## config.mk

```make
export PLATFORM = sky130hd
export DESIGN_NAME = chunked_ripple_subtractor
export DESIGN_NICKNAME = d
export VERILOG_FILES = /design/src/rtl/chunked_ripple_subtractor.sv
export SDC_FILE = /design/constraint.sdc
export NUM_CORES = 1
export LEC_CHECK = 0
export BUFFER_PORTS_ARGS = -buffer_cell sky130_fd_sc_hd__clkbuf_2
export CAP_MARGIN = 20
export CORE_MARGIN = 3
export CORE_UTILIZATION = 35
export CTS_CLUSTER_DIAMETER = 150
export DETAILED_ROUTE_END_ITERATION = 16
export PLACE_DENSITY = 0.57
export SLEW_MARGIN = 20
export SYNTH_ARGS = -nofsm -noshare
export SYNTH_HDL_FRONTEND = slang
export SYNTH_SLANG_ARGS = --single-unit
```

## constraint.sdc

```tcl
create_clock -name clk -period 7.98 [get_ports clk]
set_input_delay 0.798 -clock clk [delete_from_list [all_inputs] [get_ports clk]]
set_output_delay 0.798 -clock clk [all_outputs]
set_load 0.005 [all_outputs]
```

## src/rtl/chunked_ripple_subtractor.sv

```systemverilog
// ---------------------------------------------------------------------------
// chunked_ripple_subtractor
//
// Multi-cycle ripple-borrow subtractor. It computes d = a - b - bin over
// WIDTH bits and handles CHUNK bits per clock, starting with the LSB chunk.
// A single borrow flop carries the borrow from one chunk to the next.
// This block is the subtract-direction twin of the chunked ripple-carry adder.
// It trades latency (WIDTH/CHUNK cycles) for a narrow CHUNK-bit subtractor.
//
// Parameters:
//   WIDTH      operand/result width; must be a multiple of CHUNK
//   CHUNK      bits subtracted per cycle (1 <= CHUNK <= WIDTH)
//
// Ports:
//   clk        single clock, rising edge
//   reset      asynchronous, active-high reset
//   in_valid   operands a/b/bin presented
//   in_ready   block is idle and will accept operands
//   a, b, bin  minuend, subtrahend, borrow-in
//   out_valid  result d/bout is valid; held until out_ready
//   out_ready  consumer takes the result
//   d          difference, a - b - bin mod 2^WIDTH
//   bout       borrow-out, 1 iff a < b + bin (unsigned)
//   ovf        (only with SUB_OVF_EN) signed two's-complement overflow
//
// Optional feature: define SUB_OVF_EN to add the ovf output.
// ---------------------------------------------------------------------------
module chunked_ripple_subtractor #(
    parameter int WIDTH = 32,
    parameter int CHUNK = 8
) (
    input  logic             clk,
    input  logic             reset,
    input  logic             in_valid,
    output logic             in_ready,
    input  logic [WIDTH-1:0] a,
    input  logic [WIDTH-1:0] b,
    input  logic             bin,
    output logic             out_valid,
    input  logic             out_ready,
    output logic [WIDTH-1:0] d,
    output logic             bout
`ifdef SUB_OVF_EN
    ,
    output logic             ovf
`endif
);

    localparam int NCHUNK = WIDTH / CHUNK;
    // The counter needs at least one bit, even when NCHUNK is 1.
    localparam int CW     = (NCHUNK > 1) ? $clog2(NCHUNK) : 1;

    typedef enum logic [1:0] {
        IDLE,
        RUN,
        DONE
    } state_t;

    state_t           state;
    logic [CW-1:0]    cnt;
    logic             borrow;
    logic [WIDTH-1:0] a_q;
    logic [WIDTH-1:0] b_q;

    logic [CHUNK-1:0] a_chunk;
    logic [CHUNK-1:0] b_chunk;
    logic [CHUNK:0]   diff;
    logic             last;

    // The chunk subtractor is one CHUNK+1 bit subtraction. When the chunk
    // result is negative, the extra MSB is set, so that bit is the borrow
    // for the next chunk.
    // NOTE: give every always_comb output a value at the top of the block.
    // Then no path leaves a variable unassigned, and no latch is inferred.
    always_comb begin
        a_chunk = '0;
        b_chunk = '0;
        diff    = '0;
        last    = 1'b0;
        a_chunk = a_q[cnt*CHUNK +: CHUNK];
        b_chunk = b_q[cnt*CHUNK +: CHUNK];
        diff    = {1'b0, a_chunk} - {1'b0, b_chunk} - {{CHUNK{1'b0}}, borrow};
        last    = (cnt == CW'(NCHUNK - 1));
    end

    // NOTE: sequential state uses non-blocking assignments only. Each flop
    // then samples the value from before the edge, whatever order the
    // statements are in.
    always_ff @(posedge clk or posedge reset) begin
        if (reset) begin
            // NOTE: the operand registers are reset too. An aborted
            // operation then leaves no stale operand data behind.
            state     <= IDLE;
            in_ready  <= 1'b1;
            out_valid <= 1'b0;
            d         <= '0;
            bout      <= 1'b0;
            cnt       <= '0;
            borrow    <= 1'b0;
            a_q       <= '0;
            b_q       <= '0;
`ifdef SUB_OVF_EN
            ovf       <= 1'b0;
`endif
        end else begin
            case (state)
                IDLE: begin
                    if (in_valid) begin
                        a_q      <= a;
                        b_q      <= b;
                        borrow   <= bin;
                        cnt      <= '0;
                        in_ready <= 1'b0;
                        state    <= RUN;
                    end
                end

                RUN: begin
                    d[cnt*CHUNK +: CHUNK] <= diff[CHUNK-1:0];
                    borrow                <= diff[CHUNK];
                    cnt                   <= cnt + 1'b1;
                    if (last) begin
                        bout      <= diff[CHUNK];
                        out_valid <= 1'b1;
                        cnt       <= '0;
                        state     <= DONE;
`ifdef SUB_OVF_EN
                        // The sign bit of d is written on this same edge.
                        // Take it from the chunk result, not from the d
                        // register, which still holds the old value.
                        ovf <= (a_q[WIDTH-1] != b_q[WIDTH-1]) &&
                               (diff[CHUNK-1] != a_q[WIDTH-1]);
`endif
                    end
                end

                DONE: begin
                    // Hold the result for as long as the consumer stalls.
                    // Go back to IDLE one cycle before a new accept is
                    // possible.
                    if (out_ready) begin
                        out_valid <= 1'b0;
                        in_ready  <= 1'b1;
                        state     <= IDLE;
                    end
                end

                default: begin
                    state    <= IDLE;
                    in_ready <= 1'b1;
                end
            endcase
        end
    end

endmodule

```

==> results.md, run 1 <==
* First-pass GRT wire length at 18,300 um
* Die H at 126 um
* Nets at roughly 570
* Pin count of the biggest net entering global routing at just under 90
* Rel. slew slack at 33.6%
* CP Max Fanout at 22
* GPL Wtd Cong at between 0.8 and 0.9
* Cell area after synthesis at 5010 um2
* Top cell type by total area after synthesis: dfrtp_1
* Core Box Area at 13,900 um2
* Unique masters post-synth at between 40 and 50
* Reg2Reg Depth at 9
* Clock tree from TritonCTS: done
* Worst EP required at 8.20 ns
* Post-CTS setup buffer count at 0
* # resized after CTS at 0
* Async S/R FF share, synth at 100%
* Iter 0 DRT Violations at about 150
* Via count at 3,343
* Post-synth EDFFs at 0
* Tot GR Track Use at 14.6%
* Worst hold-check path type: in2async
* Worst slew pin tran at 0.982 ns
* Hold Buf Count CTS at 0
* Clock sinks at 104
* Primary FF master, synth: dfrtp_1
* Clock Tree Root: clkbuf_16
* Crit Reg-Reg Startpoint: cnt[1]
* Vias in the first global route at 3,584
* Crit-path most repeated cell: ha_1
* Final hold viol count at 0
* Critical path class: reg2reg
* First-pass DRT Iterations at 5
* Clk slew on worst S/H paths at 0.07 ns
* Cell Rows at 43
* I/O Buffers at 103
* Synthesized instance count at 376
* Syn_nets at around 470
* CP max stage cell: dfrtp_1
* Share of layout cells above drive strength 1 at 45.3%
* Total grt overflow at 0
* Die area at ~16,000 um2
* Pins over their slew limit at 0
* Synth warn at 0
* CP peak stage delay at 0.97 ns
* H-tree lvl count at 3
* Final Setup Violations at 0
* Die width at 126 um
* Worst-path cell chain: mux4_2, ha_1, inv_1, ha_1, a211o_1, a21oi_1, nor2_1, a222oi_1, nand3_1
* Synth top area share at 51.4%
* Design area at 6020 um2
* Final period utilization at 44.3%
* WL/cell at 16.5 um
* DRC Markers at 0
* Clock latency at the later pin of the worst-skew pair at 0.34 ns
* Synthesized area per cell at 13.3 um2
* Top cells by area, synth: dfrtp_1, mux2_2, mux4_2
* Detailed Route WL at 11,000 um
* Worst R2R End: d[15]
* Antenna-violating nets left at 0
* Final min period at 3.54 ns
* Seq cells post-synth at 104
* Inserted Clock Buffers at 9
* Io pins at 104
* Initial core utilization at 36.0%
* # diodes at 0
* Layout area overhead at 20.2%
* Initial antenna violation count at 0
* CP Launch Type: register
* Status: completed
* Clk_skew at 0.00915 ns
* Vias per cell at slightly above 5
* Maxcap violations at 0
* Fmax at 0.283 GHz
* Max clock buf depth at 2
* Post-DP Area at 5700 um2
* Worst R2R Setup Slack at 4.44 ns
* Register area share after synthesis at just over 50%
* Setup_tns at 0 ns
* Detail Placement HPWL at 8040 um
* FILL cells at 1,329
* RSZ-0062 raised after global routing: false
* Worst setup EP type: register
* Worst Path Arrival at 3.76 ns
==> worst max-delay path by stage <==
stage | from | endpoint | slack, ns | cells after the start
6_report | cnt[1] | d[15] | 4.44 | 9
4_1_cts | cnt[1] | d[15] | 4.47 | 9
3_5_place_dp | cnt[1] | d[15] | 4.49 | 9
3_3_place_gp | cnt[1] | d[15] | 4.60 | 9
2_1_floorplan | reset | a_q[0] | 4.45 | 1
5_1_grt | cnt[1] | d[31] | 4.29 | 9
==> state kept, by name, indices dropped and copies added (netlist names) <==
name,flops
state,2
cnt,2
bout,1
in_ready,1
d,32
out_valid,1
b_q,32
borrow,1
a_q,32
==> metrics by stage <==
| stage | worst slack, ns | util (%) | hold WS, ns | cells |
|---|---|---|---|---|
| 6_report | 4.44 | 43.2 | 0.375 | 663 |
| 5_1_grt | 4.29 | 43.2 | 0.394 | 663 |
| 4_1_cts | 4.47 | 43.1 | 0.368 | 663 |
| 3_3_place_gp | 4.60 | 40.9 | 0.468 | 647 |
| 2_1_floorplan | 4.45 | - | 0.471 | 376 |
| 3_5_place_dp | 4.49 | 40.9 | 0.472 | 647 |
==> per-layer routing <==
layer / share of wire, % / track usage (%) / up-vias
li1: - / - / 1594
met1: 43 / 18.5 / 1634
met3: 7.1 / 4.92 / 17
met4: 1.6 / 4.66 / 0
met2: 48 / 23.6 / 98
met5: 0 / 0 / -
==> critical path, delay by kind of cell (launching register included) <==
| kind | cells | cell delay (ns) |
|---|---|---|
| and+or+nand+nor | 2 | 0.26 |
| DFF | 1 | 0.97 |
| adders and majority gates | 2 | 0.66 |
| muxes | 1 | 0.43 |
| AOI/OAI and AO/OA | 3 | 1.04 |
| buffers and inverters | 1 | 0.04 |
==> cell type report <==
class | instances | area [um2] | area share, %
sequential | 104 | 2600 | 43.2
multi-input combinational | 233 | 2260 | 37.5
timing repair buffer | 106 | 542 | 9.00
clock buffer | 9 | 225 | 3.74
tap | 180 | 225 | 3.74
inverter | 24 | 92.6 | 1.54
clock inverter | 7 | 76.3 | 1.27
==> placed cells by master (no fill, tap or decap), types with 5 or more instances in the layout <==
master	synthesis	routed
ha_1	18	18
mux2_2	64	64
clkbuf_2	1	103
dfrtp_1	103	103
clkbuf_16	0	9
o21ai_0	17	17
or4_1	5	5
a22o_1	12	12
inv_1	24	23
a21oi_1	7	7
mux4_2	15	15
nor2_1	12	12
nand2_1	22	22
==> synth_stat cells, types with 5 or more instances <==
cell	instances
a21oi_1	7
a22o_1	12
clkbuf_1	8
dfrtp_1	103
ha_1	18
inv_1	24
mux2_2	64
mux4_2	15
nand2_1	22
nor2_1	12
o21ai_0	17
or4_1	5
==> kinds of logic (layout without fill, tap and decap cells) <==
group / count (synthesis) / after routing / share of synthesized area [%]
DFF: 104 / 104 / 52.0
muxes: 81 / 81 / 21.5
and+or+nand+nor: 71 / 71 / 8.92
AOI/OAI and AO/OA: 56 / 56 / 8.07
buffers and inverters: 39 / 146 / 3.35
adders and majority gates: 20 / 20 / 5.29
xor gates and xnor gates: 5 / 5 / 0.874
Power of run 1 is not shown: default switching activity piles up to over one toggle a cycle in this logic, so the estimate is an artifact.
==> run 2: changes to the inputs <==
Clock period 7.98 ns to 3.4 ns, I/O delays scaled along.
==> results.md, run 2 (synthesized netlist as in run 1, its figures left out) <==
* Status: completed
* Pin count of the biggest net entering global routing at 70
* CP Launch Type: register
* Post-CTS setup buffer count at 0
* Final Setup Violations at 0
* CP Max Fanout at 23
* Die H at 126 um
* Worst setup EP type: register
* Pins over their slew limit at 0
* CP max stage cell: mux4_2
* WL/cell at 16.9 um
* Die area at 15,800 um2
* Rel. slew slack at 40.0%
* # diodes at 0
* Tot GR Track Use at 14.7%
* Via count at about 3,500
* Max clock buf depth at 2
* Antenna-violating nets left at 0
* Total grt overflow at 0
* Worst hold-check path type: in2async
* Critical path class: reg2reg
* I/O Buffers at 103
* Final hold viol count at 0
* Clock tree from TritonCTS: done
* First-pass GRT wire length at 18,400 um
* Clock Tree Root: clkbuf_16
* Final period utilization at 91.5%
* Clock sinks at 104
* CP peak stage delay at 0.54 ns
* Core Box Area at 13,900 um2
* Worst EP required at 3.63 ns
* Crit path buf inv count at 3
* Largest regs: a_q: 32 flops, b_q: 32 flops, d: 32 flops
* Clock latency at the later pin of the worst-skew pair at 0.35 ns
* H-tree lvl count at 3
* Share of layout cells above drive strength 1 at 45.9%
* First-pass DRT Iterations at 5
* Layout area overhead at 21.0%
* RSZ-0062 raised after global routing: false
* Vias per cell at 5.16
* Nets at about 570
* Commonest cells after routing, fill and taps aside: dfrtp_1, clkbuf_2, mux2_2
* Vias in the first global route at 3,579
* Iter 0 DRT Violations at 215
* Cell Rows at 43
* Detailed Route WL at 11,300 um
* Clk slew on worst S/H paths at 0.07 ns
* GPL Wtd Cong at 0.810
* Delay-heaviest family, CP: compound AO/OA/AOI/OAI gates
* Initial antenna violation count at 0
* Io pins at 104
* Setup_tns at 0 ns
* Detail Placement HPWL at between 8000 and 9000 um
* Worst slew pin tran at 0.892 ns
* Initial core utilization at 36.0%
* Die width at about 130 um
* Inserted Clock Buffers at 9
* Worst-path cell chain: buf_12, mux4_2, ha_1, inv_1, ha_1, a211o_1, a21oi_1, buf_4, nor4_1, a211oi_1, nand3_1
* DRC Markers at 0
* Clk_skew at approximately 0.01 ns
* Crit-path most repeated cell: ha_1
* Final min period at roughly 3.1 ns
* Maxcap violations at 0
* Fmax at roughly 0.32 GHz
* Worst Path Arrival at 3.34 ns
* FILL cells at 1,316
[run 2: cell count changes in the layout (fill, tap and decap cells not counted), sizes merged]
cell | previous run | this run
buf | 3 | 10
clkinv | 2 | 4
bufinv | 1 | 0
clkinvlp | 1 | 0
[run 2: worst register-to-register path: stages (launching register included)]
cell      delay (ns)
dfrtp_1         0.39
buf_12          0.21
mux4_2          0.55
ha_1            0.30
inv_1           0.04
ha_1            0.39
a211o_1         0.32
a21oi_1         0.21
buf_4           0.18
nor4_1          0.05
a211oi_1        0.26
nand3_1         0.10
[run 2: repair_timing]
item / CTS / global route
gates resized for setup: 0 / 1
setup endpoints to repair: 0 / 3
hold buffers: 0 / 0
[run 2: per-layer routing]
layer	vias to the layer above	track usage (%)	part of all wire, %	wire (um)
met5	-	0	0	0
met4	0	3.44	0.95	108
met3	12	4.03	5.4	613
met2	99	24.8	50	5720
met1	1749	19.0	43	4890
li1	1597	-	-	-
[run 2: final cells by class]
class / count / area [um2] / share of cell area, %
clock buffers: 9 / 225 / 3.72
clock inverters: 7 / 52.6 / 0.867
inverters: 24 / 92.6 / 1.53
multi-input cells: 233 / 2250 / 37.1
flip-flops and latches: 104 / 2600 / 43.0
well taps: 180 / 225 / 3.72
repair buffers: 113 / 616 / 10.2
[run 2: path summary, 6_finish.rpt]
kind                            from  slack (ns)  depth (start not counted)  endpoint
min in group clk           out_ready        0.20                          2  state[1]
max in group asynchronous      reset        2.41                          3     d[30]
hold reg to reg                d[25]        0.48                          2     d[25]
hold / removal                 reset        0.17                          2    b_q[9]
setup / recovery              cnt[0]        0.29                         11     d[23]
setup reg to reg              cnt[0]        0.29                         11     d[23]
[run 2: metrics by stage]
step | hold slack (ns) | util, % | setup slack, ns | cell area (um2) | std cells
after floorplan | 0.426 | - | 0.0189 | 5010 | 376
after global placement | 0.464 | 41.5 | 0.378 | 5780 | 654
after detailed placement | 0.473 | 41.5 | 0.243 | 5780 | 654
after CTS | 0.193 | 43.5 | 0.234 | 6060 | 670
after global routing | 0.198 | 43.5 | 0.0218 | 6060 | 670
final | 0.167 | 43.5 | 0.290 | 6060 | 670
Power of run 2 is left out for the same reason.
==> run 3: changes to the inputs <==
Clock period 3.4 ns to 3.5 ns, I/O delays scaled along.
==> results.md, run 3 (synthesized netlist as in run 1, its figures left out) <==
* Die width at 126 um
* Fmax at 0.322 GHz
* H-tree lvl count at 3
* Largest regs: a_q: 32 flops, b_q: 32 flops, d: 32 flops
* Antenna-violating nets left at 0
* Crit Reg-Reg Startpoint: cnt[0]
* Commonest cells after routing, fill and taps aside: dfrtp_1, clkbuf_2, mux2_2
* GPL Wtd Cong at around 0.87
* Worst setup EP type: register
* Io pins at 104
* Total grt overflow at 0
* Post-CTS setup buffer count at 0
* Pin count of the biggest net entering global routing at 70
* Final min period at 3.11 ns
* Clock sinks at 104
* Share of layout cells above drive strength 1 at 45.5%
* Final period utilization at 88.8%
* Clock Tree Root: clkbuf_16
* # resized after CTS at 0
* First-pass DRT Iterations at 5
* Rel. slew slack at 42.8%
* Initial core utilization at 36.0%
* Cell Rows at 43
* Tot GR Track Use at 15.5%
* Max clock buf depth at 2
* I/O Buffers at 103
* Status: completed
* Via count at about 3,500
* Pins over their slew limit at 0
* Maxcap violations at 0
* Final hold viol count at 0
* # diodes at 0
* Clock tree from TritonCTS: done
* Setup_tns at 0 ns
* Detail Placement HPWL at 8940 um
* Iter 0 DRT Violations at 170
* Die H at 126 um
* Core Box Area at 13,900 um2
* Die area at 15,800 um2
* RSZ-0062 raised after global routing: false
* Worst hold-check path type: in2async
* Worst R2R Setup Slack at 0.39 ns
* CP Max Fanout at 21
* DRC Markers at 0
* Final Setup Violations at 0
* FILL cells at 1,298
* Initial antenna violation count at 0
* WL/cell at 17.5 um
* Layout area overhead at 21.4%
* First-pass GRT wire length at approximately 19,000 um
* Worst Path Arrival at 3.39 ns
* Worst R2R End: d[15]
* Worst EP required at 3.79 ns
* Hold Buf Count CTS at 0
* Nets at 576
* Vias in the first global route at 3,595
* CP Launch Type: register
* Clock latency at the later pin of the worst-skew pair at 0.35 ns
* Critical path class: reg2reg
* Reg2Reg Depth at 9
* Clk_skew at 0.00695 ns
* Worst slew pin tran at 0.858 ns
* Detailed Route WL at 11,800 um
* Vias per cell at between 5 and 6
* Clk slew on worst S/H paths at ~0.070 ns
* Inserted Clock Buffers at 9
run 3: through the flow:
step	std cells	cell area, um2	hold WS, ns	setup slack [ns]	utilization, %
global route	672	6080	0.152	0.113	43.6
finish	672	6080	0.0886	0.393	43.6
global placement	656	5780	0.469	0.418	41.5
detailed placement	656	5780	0.471	0.395	41.5
floorplan	376	5010	0.436	0.0301	-
CTS	672	6080	0.110	0.376	43.6
run 3: cell type report:
class                           instances  area (um2)  area share [%]
Clock buffer                           11         233            3.83
Clock inverter                          5        63.8            1.05
Inverter                               24        92.6            1.52
Multi-Input combinational cell        233        2240            36.9
Sequential cell                       104        2600            42.8
Tap cell                              180         225            3.70
Timing Repair Buffer                  115         618            10.2
run 3: worst max-delay path, cell delays in order (launching register included):
cell and delay (ns):
dfrtp_1 0.39, buf_12 0.20, mux4_2 0.54, fa_1 0.40
ha_1 0.32, nand2b_1 0.07, o221ai_2 0.29, nand3_2 0.21
or4_1 0.52, nand3_1 0.10
run 3: worst max path at each step:
stage	from	to	slack, ns	depth (start not counted)
detailed placement	cnt[0]	d[31]	0.40	9
floorplan	cnt[0]	d[15]	0.03	11
global placement	cnt[0]	bout	0.42	11
finish	cnt[0]	d[15]	0.39	9
CTS	cnt[0]	d[31]	0.38	9
global route	cnt[0]	bout	0.11	11
run 3: layer usage:
metal | share of wire [%] | vias up | GRT usage [%]
li1 | - | 1612 | -
met1 | 43 | 1715 | 19.6
met2 | 49 | 108 | 25.4
met3 | 6.2 | 19 | 4.54
met4 | 1.9 | 0 | 5.61
met5 | 0 | - | 0
Power of run 3 is left out for the same reason.
